`config.mk`:
```
export PLATFORM = sky130hd
export DESIGN_NAME = accel_sample_filter
export DESIGN_NICKNAME = d
export VERILOG_FILES = /design/src/rtl/accel_sample_filter.sv
export SDC_FILE = /design/constraint.sdc
export NUM_CORES = 1
export LEC_CHECK = 0
export BUFFER_PORTS_ARGS = -buffer_cell sky130_fd_sc_hd__buf_2
export CAP_MARGIN = 10
export CELL_PAD_IN_SITES_DETAIL_PLACEMENT = 1
export CELL_PAD_IN_SITES_GLOBAL_PLACEMENT = 2
export CORE_MARGIN = 3
export CORE_UTILIZATION = 41
export DETAILED_ROUTE_END_ITERATION = 8
export HOLD_SLACK_MARGIN = 0.06
export PLACE_DENSITY_LB_ADDON = 0.1
export SLEW_MARGIN = 10
export SYNTH_ARGS = -nofsm -noshare
export SYNTH_HDL_FRONTEND = slang
export SYNTH_SLANG_ARGS = --single-unit
```
`constraint.sdc`:
```
create_clock -name clock -period 11.2 [get_ports clock]
set_clock_uncertainty 0.05 [all_clocks]
set_input_delay 2.24 -clock clock [delete_from_list [all_inputs] [get_ports clock]]
set_output_delay 2.24 -clock clock [all_outputs]
set_load 0.005 [all_outputs]
```
`src/rtl/accel_sample_filter.sv`:
```
// Decimating moving-average filter with output dead-zone for 9-bit accelerometer X/Y samples.
// Two-stage pipeline: capture into the ring buffer on the tick edge, then publish outputs one edge later.
module accel_sample_filter #(
    parameter int DATA_W     = 9,
    parameter int AVG_LOG2   = 3,
    parameter int SAMPLE_DIV = 50000,
    parameter int DEADZONE   = 2,
    parameter int RESET_VAL  = 256
) (
    input  logic              clock,
    input  logic              anti_reset,
    input  logic              enable,
    input  logic [DATA_W-1:0] accel_x_in,
    input  logic [DATA_W-1:0] accel_y_in,
    output logic [31:0]       filt_x_out,
    output logic [31:0]       filt_y_out,
    output logic              sample_valid,
    output logic              buffer_full
);

    localparam int DEPTH  = 1 << AVG_LOG2;
    localparam int SUM_W  = DATA_W + AVG_LOG2;
    localparam int CNT_W  = (SAMPLE_DIV > 1) ? $clog2(SAMPLE_DIV) : 1;
    localparam int FILL_W = AVG_LOG2 + 1;

    localparam logic [CNT_W-1:0]  CNT_LAST = CNT_W'(SAMPLE_DIV - 1);
    localparam logic [FILL_W-1:0] FILL_MAX = FILL_W'(DEPTH);
    localparam logic [DATA_W-1:0] OUT_RST  = DATA_W'(RESET_VAL);
    localparam logic [DATA_W:0]   DZ_LIM   = (DATA_W + 1)'(DEADZONE);

    typedef enum logic {
        S_FILL,
        S_RUN
    } state_t;

    state_t              state_q, state_d;
    logic [CNT_W-1:0]    cnt_q, cnt_d;
    logic [AVG_LOG2-1:0] wr_ptr_q, wr_ptr_d;
    logic [FILL_W-1:0]   fill_q, fill_d;
    logic [SUM_W-1:0]    sum_x_q, sum_x_d;
    logic [SUM_W-1:0]    sum_y_q, sum_y_d;
    logic [DATA_W-1:0]   buf_x_q [DEPTH];
    logic [DATA_W-1:0]   buf_x_d [DEPTH];
    logic [DATA_W-1:0]   buf_y_q [DEPTH];
    logic [DATA_W-1:0]   buf_y_d [DEPTH];
    logic [DATA_W-1:0]   raw_x_q, raw_x_d;
    logic [DATA_W-1:0]   raw_y_q, raw_y_d;
    logic [DATA_W-1:0]   out_x_q, out_x_d;
    logic [DATA_W-1:0]   out_y_q, out_y_d;
    logic                stage1_q, stage1_d;
    logic                valid_q, valid_d;
    logic                tick;

    // Returns the new average only when it has moved more than the dead-zone away from the held value.
    function automatic logic [DATA_W-1:0] dead_zone(input logic [SUM_W-1:0]  sum,
                                                     input logic [DATA_W-1:0] held);
        logic [DATA_W-1:0] avg;
        logic [DATA_W:0]   diff;
        avg  = sum[SUM_W-1:AVG_LOG2];
        diff = (avg >= held) ? ({1'b0, avg} - {1'b0, held})
                             : ({1'b0, held} - {1'b0, avg});
        return (diff > DZ_LIM) ? avg : held;
    endfunction

    assign tick = enable && (cnt_q == CNT_LAST);

    always_comb begin
        state_d  = state_q;
        cnt_d    = cnt_q;
        wr_ptr_d = wr_ptr_q;
        fill_d   = fill_q;
        sum_x_d  = sum_x_q;
        sum_y_d  = sum_y_q;
        buf_x_d  = buf_x_q;
        buf_y_d  = buf_y_q;
        raw_x_d  = raw_x_q;
        raw_y_d  = raw_y_q;
        out_x_d  = out_x_q;
        out_y_d  = out_y_q;
        stage1_d = 1'b0;
        valid_d  = 1'b0;

        if (!enable) begin
            // Disabled: flush the window and drop any sample in flight; outputs keep their value.
            state_d  = S_FILL;
            cnt_d    = '0;
            wr_ptr_d = '0;
            fill_d   = '0;
            sum_x_d  = '0;
            sum_y_d  = '0;
            for (int i = 0; i < DEPTH; i++) begin
                buf_x_d[i] = '0;
                buf_y_d[i] = '0;
            end
        end else begin
            cnt_d = tick ? '0 : cnt_q + 1'b1;

            if (tick) begin
                buf_x_d[wr_ptr_q] = accel_x_in;
                buf_y_d[wr_ptr_q] = accel_y_in;
                sum_x_d  = sum_x_q - SUM_W'(buf_x_q[wr_ptr_q]) + SUM_W'(accel_x_in);
                sum_y_d  = sum_y_q - SUM_W'(buf_y_q[wr_ptr_q]) + SUM_W'(accel_y_in);
                wr_ptr_d = wr_ptr_q + 1'b1;
                raw_x_d  = accel_x_in;
                raw_y_d  = accel_y_in;
                stage1_d = 1'b1;
                if (fill_q < FILL_MAX) begin
                    fill_d = fill_q + 1'b1;
                end
                if (fill_d == FILL_MAX) begin
                    state_d = S_RUN;
                end
            end

            if (stage1_q) begin
                valid_d = 1'b1;
                if (state_q == S_FILL) begin
                    out_x_d = raw_x_q;
                    out_y_d = raw_y_q;
                end else begin
                    out_x_d = dead_zone(sum_x_q, out_x_q);
                    out_y_d = dead_zone(sum_y_q, out_y_q);
                end
            end
        end
    end

    always_ff @(posedge clock or negedge anti_reset) begin
        if (!anti_reset) begin
            state_q  <= S_FILL;
            cnt_q    <= '0;
            wr_ptr_q <= '0;
            fill_q   <= '0;
            sum_x_q  <= '0;
            sum_y_q  <= '0;
            for (int i = 0; i < DEPTH; i++) begin
                buf_x_q[i] <= '0;
                buf_y_q[i] <= '0;
            end
            raw_x_q  <= '0;
            raw_y_q  <= '0;
            out_x_q  <= OUT_RST;
            out_y_q  <= OUT_RST;
            stage1_q <= 1'b0;
            valid_q  <= 1'b0;
        end else begin
            state_q  <= state_d;
            cnt_q    <= cnt_d;
            wr_ptr_q <= wr_ptr_d;
            fill_q   <= fill_d;
            sum_x_q  <= sum_x_d;
            sum_y_q  <= sum_y_d;
            buf_x_q  <= buf_x_d;
            buf_y_q  <= buf_y_d;
            raw_x_q  <= raw_x_d;
            raw_y_q  <= raw_y_d;
            out_x_q  <= out_x_d;
            out_y_q  <= out_y_d;
            stage1_q <= stage1_d;
            valid_q  <= valid_d;
        end
    end

    assign filt_x_out   = 32'(out_x_q);
    assign filt_y_out   = 32'(out_y_q);
    assign sample_valid = valid_q;
    assign buffer_full  = (state_q == S_RUN);

endmodule
```
* After elaboration in Yosys (flattened, before gate mapping)
Cells that the tools add are included.
** Storage, ports and cells
- Register bits after elaboration :: 230
- Input bits :: 21
- Output and inout port bits :: 66
- Logic and storage cells :: 99
** Cells by class
- Add/subtract/negate cells :: 11
- $lt $le $gt $ge :: 7
- Equal/unequal tests :: 6
- Muxes and demuxes :: 40
- Bitwise operators :: 1
- Reductions and logical operators :: 6
** Operators by type and width (number)
- 72-bit 2-to-1 mux :: 4
- 72-bit bitwise mux :: 2
- 9-bit 2-to-1 mux :: 9
- 9-bit binary-select mux with 3-bit select :: 2
- 12-bit 2-to-1 mux :: 4
- 9-bit by 9-bit subtractor with 10-bit output :: 4
- 16-bit 2-to-1 mux :: 2
- 9-bit demux with 3-bit select :: 1
- 12-bit by 9-bit adder with 12-bit output :: 2
- 12-bit by 9-bit subtractor with 12-bit output :: 2
- 10-bit by 2-bit greater-than comparator with 1-bit output, second input constant :: 2
- 10-bit 2-to-1 mux :: 2
- 4-bit 2-to-1 mux :: 5
- 9-bit >= comparator :: 2
- 16-bit by 1-bit adder with 16-bit output, second input constant :: 1
- 16-bit equality test, second input constant :: 1
- 2-bit by 1-bit != test with 1-bit output, second input constant :: 4
- 1-bit 2-to-1 mux :: 7
- 3-bit 2-to-1 mux :: 2
- 3-bit AND reduction :: 2
- 4-bit by 1-bit adder with 4-bit output, second input constant :: 1
- 4-bit equality test, second input constant :: 1
- 4-bit >= comparator, second input constant :: 1
- 4-bit by 1-bit < comparator with 1-bit output, second input constant :: 1
- 5 further kinds :: 7

* Depth between registers and ports, before layout
- Depth after elaboration :: 8
- Depth in mapped cells :: 18
- Depth with buffers taken out :: 16

* Worst setup path before layout
No wires, ideal clock.
- Path kind :: input port to flip-flop
- From :: in accel_y_in[1]
- To :: reg sum_y_q[11]
- Library setup time :: 0.078 ns
- Arrival time :: 4.856 ns
- Slack :: 6.216 ns
- Stages :: 13
- Buffers on the path :: 1
- Cell sequence :: clkbuf_1 -> inv_1 -> fa_1 -> inv_1 -> ha_1 -> a211oi_1 -> nor2_1 -> o211ai_1 -> nand3_1 -> o41ai_1 -> xnor2_1 -> or3_1 -> a21oi_1
** On the way
- Word-level cells in the longest chain between the ends :: 3
** Ends and longest elaborated chain
- start, declared :: line 14 : input logic [DATA_W-1:0] accel_y_in,
- 12-bit by 9-bit adder with 12-bit output :: line 102 : sum_y_d = sum_y_q - SUM_W'(buf_y_q[wr_ptr_q]) + SUM_W'(accel_y_in);
- 12-bit 2-to-1 mux :: line 98 : if (tick) begin
- 12-bit 2-to-1 mux :: line 83 : if (!enable) begin
- end signal, assigned :: line 152 : sum_y_q <= sum_y_d;
- end, declared :: line 41 : logic [SUM_W-1:0] sum_y_q, sum_y_d;
Every way passes these cells. The select of a mux whose other input is x is not followed.
A chain may end at the register's enable or synchronous reset.

* Worst setup path after layout
Ends and elaborated chain as after synthesis.

==> results.md <==
- The flow ran to the end, and the final reports show no timing, DRC or antenna violations.
- The classification of the worst-slack hold path is reg2reg.
- Counting instances, the worst hold path has a depth of 1.
- The number of endpoints with negative hold slack in the final report was 0.
- The total clock buffers created by CTS is 29.
- The number of remaining DRC errors is 0.
- The total setup violations reported at the end of the flow is 0.
- Static timing analysis puts the maximum clock frequency at 215 MHz.
- The maximum buffer depth of the clock tree is 3.
- Counting I/O delays and the setup requirement, the final critical path takes 4.64 ns.
- The synthesized design contains 230 register bits.
- The total core area is 0.0327 sq mm.
- Measured along the x axis, the die boundary spans 189 microns.
- The top flip-flop cell by instance count after synthesis is sky130_fd_sc_hd__dfrtp_1.
- The number of nets in the final layout is 1,689.
- The final non-filler cell total is 2,049.
- The number of synthesis warnings is 0.
- In the finished design, the share of the clock period the worst path needs comes to 0.415.
- Setup repair after global routing left no endpoint under its margin.
- For this run the aggregate overflow at the end of global routing stands at 0.
- After clock tree synthesis, the clock-pin slew on the worst setup and hold paths is 0.06 ns.
- Counting tap cells, the placed design contains a total of 1,993 instances.
- Dividing the detail-routed via count by the number of cells gives 5.50.
- The setup slack of the critical path after layout is 6.56 ns.
- The tree is rooted in a sky130_fd_sc_hd__clkbuf_16.
- Setup total negative slack on the finished layout was measured at 0 ns.
- The CTS tree is done.
- For this block, the routed nets add up to 45,600 microns of wire.
- In this run the tightest slew margin relative to its limit is 0.202.
- For this block, the initial DRC count from the detailed router was 650.
- Of all nets on the critical path, the largest fanout is 9.
- The design draws 1.89 mW.
- The async set-or-reset flop fraction in the synthesized netlist is 1.00.
- The post-CTS setup buffer count is 0.
- The worst register-to-register path has a depth of 15.
- The first detailed-routing pass ran for 5 iterations.
- The number of routed nets with antenna violations is 0.
- The area growth from synthesis to layout is 8.89%.
- The initial utilization of the core area, before any placement, comes to 0.419.
- Yosys attributes the largest share of cell area to sky130_fd_sc_hd__dfrtp_1, sky130_fd_sc_hd__nand2_1, sky130_fd_sc_hd__a21oi_1, sky130_fd_sc_hd__ha_1, sky130_fd_sc_hd__a22oi_1.
- For this run, the register share of the synthesized area comes to 0.420.
- Entering global routing, the biggest net connects 110 pins.
- For the pin with the worst max-slew slack, the measured transition is 1.19 ns.
- The clock sink total is 230.
- The floorplan has 66 rows.
- Of the post-synthesis cell area, the dominant cell type holds 0.416.
- The worst setup path is captured at a flop.
- The share of the core filled with cells in the final layout is 0.456.
- The cell accounting for the most synthesized area is sky130_fd_sc_hd__dfrtp_1.
- The number of enable-type register cells in the synthesized netlist is 0.
- The HPWL reported at the end of detailed placement is 30,000 microns.
- The number of gates given a new drive strength after cts is 0.
- The count of boundary I/O pins is 87.
- The post-synthesis instance total is 1,603.
- The number of antenna violations at the first check in global routing is 1.
- The leakage power is 6.63 nW.
- The first global-routing pass estimated 70,900 microns of wire.
- The routed length per instance is 22.3 microns.
- Routability-driven placement finished with a final weighted congestion of 0.863.
- The worst slack at placement is 5.98 ns.
- The all-layer global routing usage is 0.255.
- A synthesized cell averages 8.55 sq um.
- The via count of the first global-routing pass is 11,857.
- The maximum resistive drop on vdd is 102 uV.
- The most common cell in the synthesized netlist is sky130_fd_sc_hd__nand2_1.
- In this run the power density over the cells is 127 mW/mm^2.
- STA classifies the critical path startpoint as a primary input.
- The data required time of the worst path is 11.62 ns.
- The synthesized cell area is 0.0137 sq mm.
- The critical path is of the in2reg type.
- The total via count after detailed routing is 11,270.
- The layout cell share with drive strength beyond 1 is 0.0741.
- In this run the number of H-tree levels came out at 1.
- The reported max-cap violation count is 0.
- The number of pins exceeding their max-slew limit in the final report is 0.
- The total of hold buffers inserted after clock tree synthesis is 0.
- The later pin in the worst-skew pair is clocked with a latency of 0.56 ns.
- In the synthesized netlist, the cells that appear most often are sky130_fd_sc_hd__nand2_1, sky130_fd_sc_hd__dfrtp_1, sky130_fd_sc_hd__a21oi_1, sky130_fd_sc_hd__inv_1, sky130_fd_sc_hd__a22oi_1.
- The die covers 0.0357 sq mm.
- The distinct cell type count after synthesis is 60.
- The floorplan step set the die height to 189 microns.
- In this run the tool buffered the top-level ports with 40 buffer cells.
- The data arrival time of the critical path is 5.06 ns.
[per-stage QoR]
step,hold slack [ns],area (sq um)
3_3_place_gp,0.397,14000
2_1_floorplan,0.375,13900
5_1_grt,0.442,14900
4_1_cts,0.414,14900
6_report,0.409,14900
3_5_place_dp,0.400,14000
[flip-flops by register name, summed over array words and instances (netlist names)]
signal        flops
buf_x_q          72
buf_y_q          72
buffer_full       1
cnt_q            16
fill_q            4
out_x_q           9
out_y_q           9
raw_x_q           9
raw_y_q           9
sample_valid      1
stage1_q          1
sum_x_q          12
sum_y_q          12
wr_ptr_q          3
[cell type report]
cell class / count / area, sq um
fillers: 3915 / 17800
clock inverters: 12 / 78.8
repair buffers: 55 / 327
clock buffers: 42 / 835
well taps: 442 / 553
flip-flops and latches: 230 / 5760
diodes: 1 / 2.50
inverters: 113 / 427
multi-input cells: 1154 / 6940
[path summary, 6_finish.rpt]
kind,startpoint,to,slack (ns)
worst min-delay path,cnt_q[0],cnt_q[0],0.41
worst max register to register,wr_ptr_q[0],sum_x_q[11],6.92
worst max-delay path,accel_y_in[1],sum_y_q[11],6.56
min in group asynchronous,anti_reset,cnt_q[4],1.68
worst min register to register,cnt_q[0],cnt_q[0],0.41
max in group asynchronous,anti_reset,raw_y_q[0],7.99
[critical path: stages]
cell and delay, ns:
sky130_fd_sc_hd__buf_2 0.20, sky130_fd_sc_hd__inv_1 0.11, sky130_fd_sc_hd__fa_1 0.54, sky130_fd_sc_hd__inv_1 0.07
sky130_fd_sc_hd__ha_1 0.31, sky130_fd_sc_hd__a211oi_1 0.21, sky130_fd_sc_hd__nor2_1 0.13, sky130_fd_sc_hd__o211ai_1 0.21
sky130_fd_sc_hd__nand3_1 0.14, sky130_fd_sc_hd__o41ai_1 0.32, sky130_fd_sc_hd__xnor2_1 0.12, sky130_fd_sc_hd__or3_1 0.31
sky130_fd_sc_hd__a21oi_1 0.16
[placed cells by master, fill, tap and decap left out, drive strengths merged, types with 18 or more instances in the layout]
cell	Yosys	routed
a22oi	72	72
conb	1	46
nand4	26	26
buf	84	55
a21oi	194	194
inv	112	115
mux2i	39	39
clkbuf	67	42
fa	22	22
dfrtp	228	228
nor2	57	57
nand2	379	379
nand3	23	23
ha	63	63
xor2	18	18
xnor2	27	27
o21ai	42	42
[metal layers]
| layer | up-vias | wire length [microns] | track usage |
|---|---|---|---|
| met5 | - | 0 | 0 |
| met3 | 61 | 1980 | 0.0333 |
| met2 | 228 | 22000 | 0.429 |
| li1 | 5260 | - | - |
| met1 | 5721 | 20500 | 0.350 |
| met4 | 0 | 1220 | 0.0676 |
[kinds of logic after synthesis]
group,share of synthesized area
compound gates,0.163
mux,0.0310
other cells,0.000274
xor+xnor,0.0288
simple gates,0.179
buf+inv,0.0888
flops,0.420
fa+ha+maj,0.0897
[power breakdown]
part / switching [mW] / total [mW] / leakage [nW] / internal [mW]
clock network: 0.386 / 0.904 / 0.462 / 0.518
registers: 0.00419 / 0.840 / 3.14 / 0.836
logic: 0.101 / 0.145 / 3.03 / 0.0438
Power figures use the tool's default switching activity.
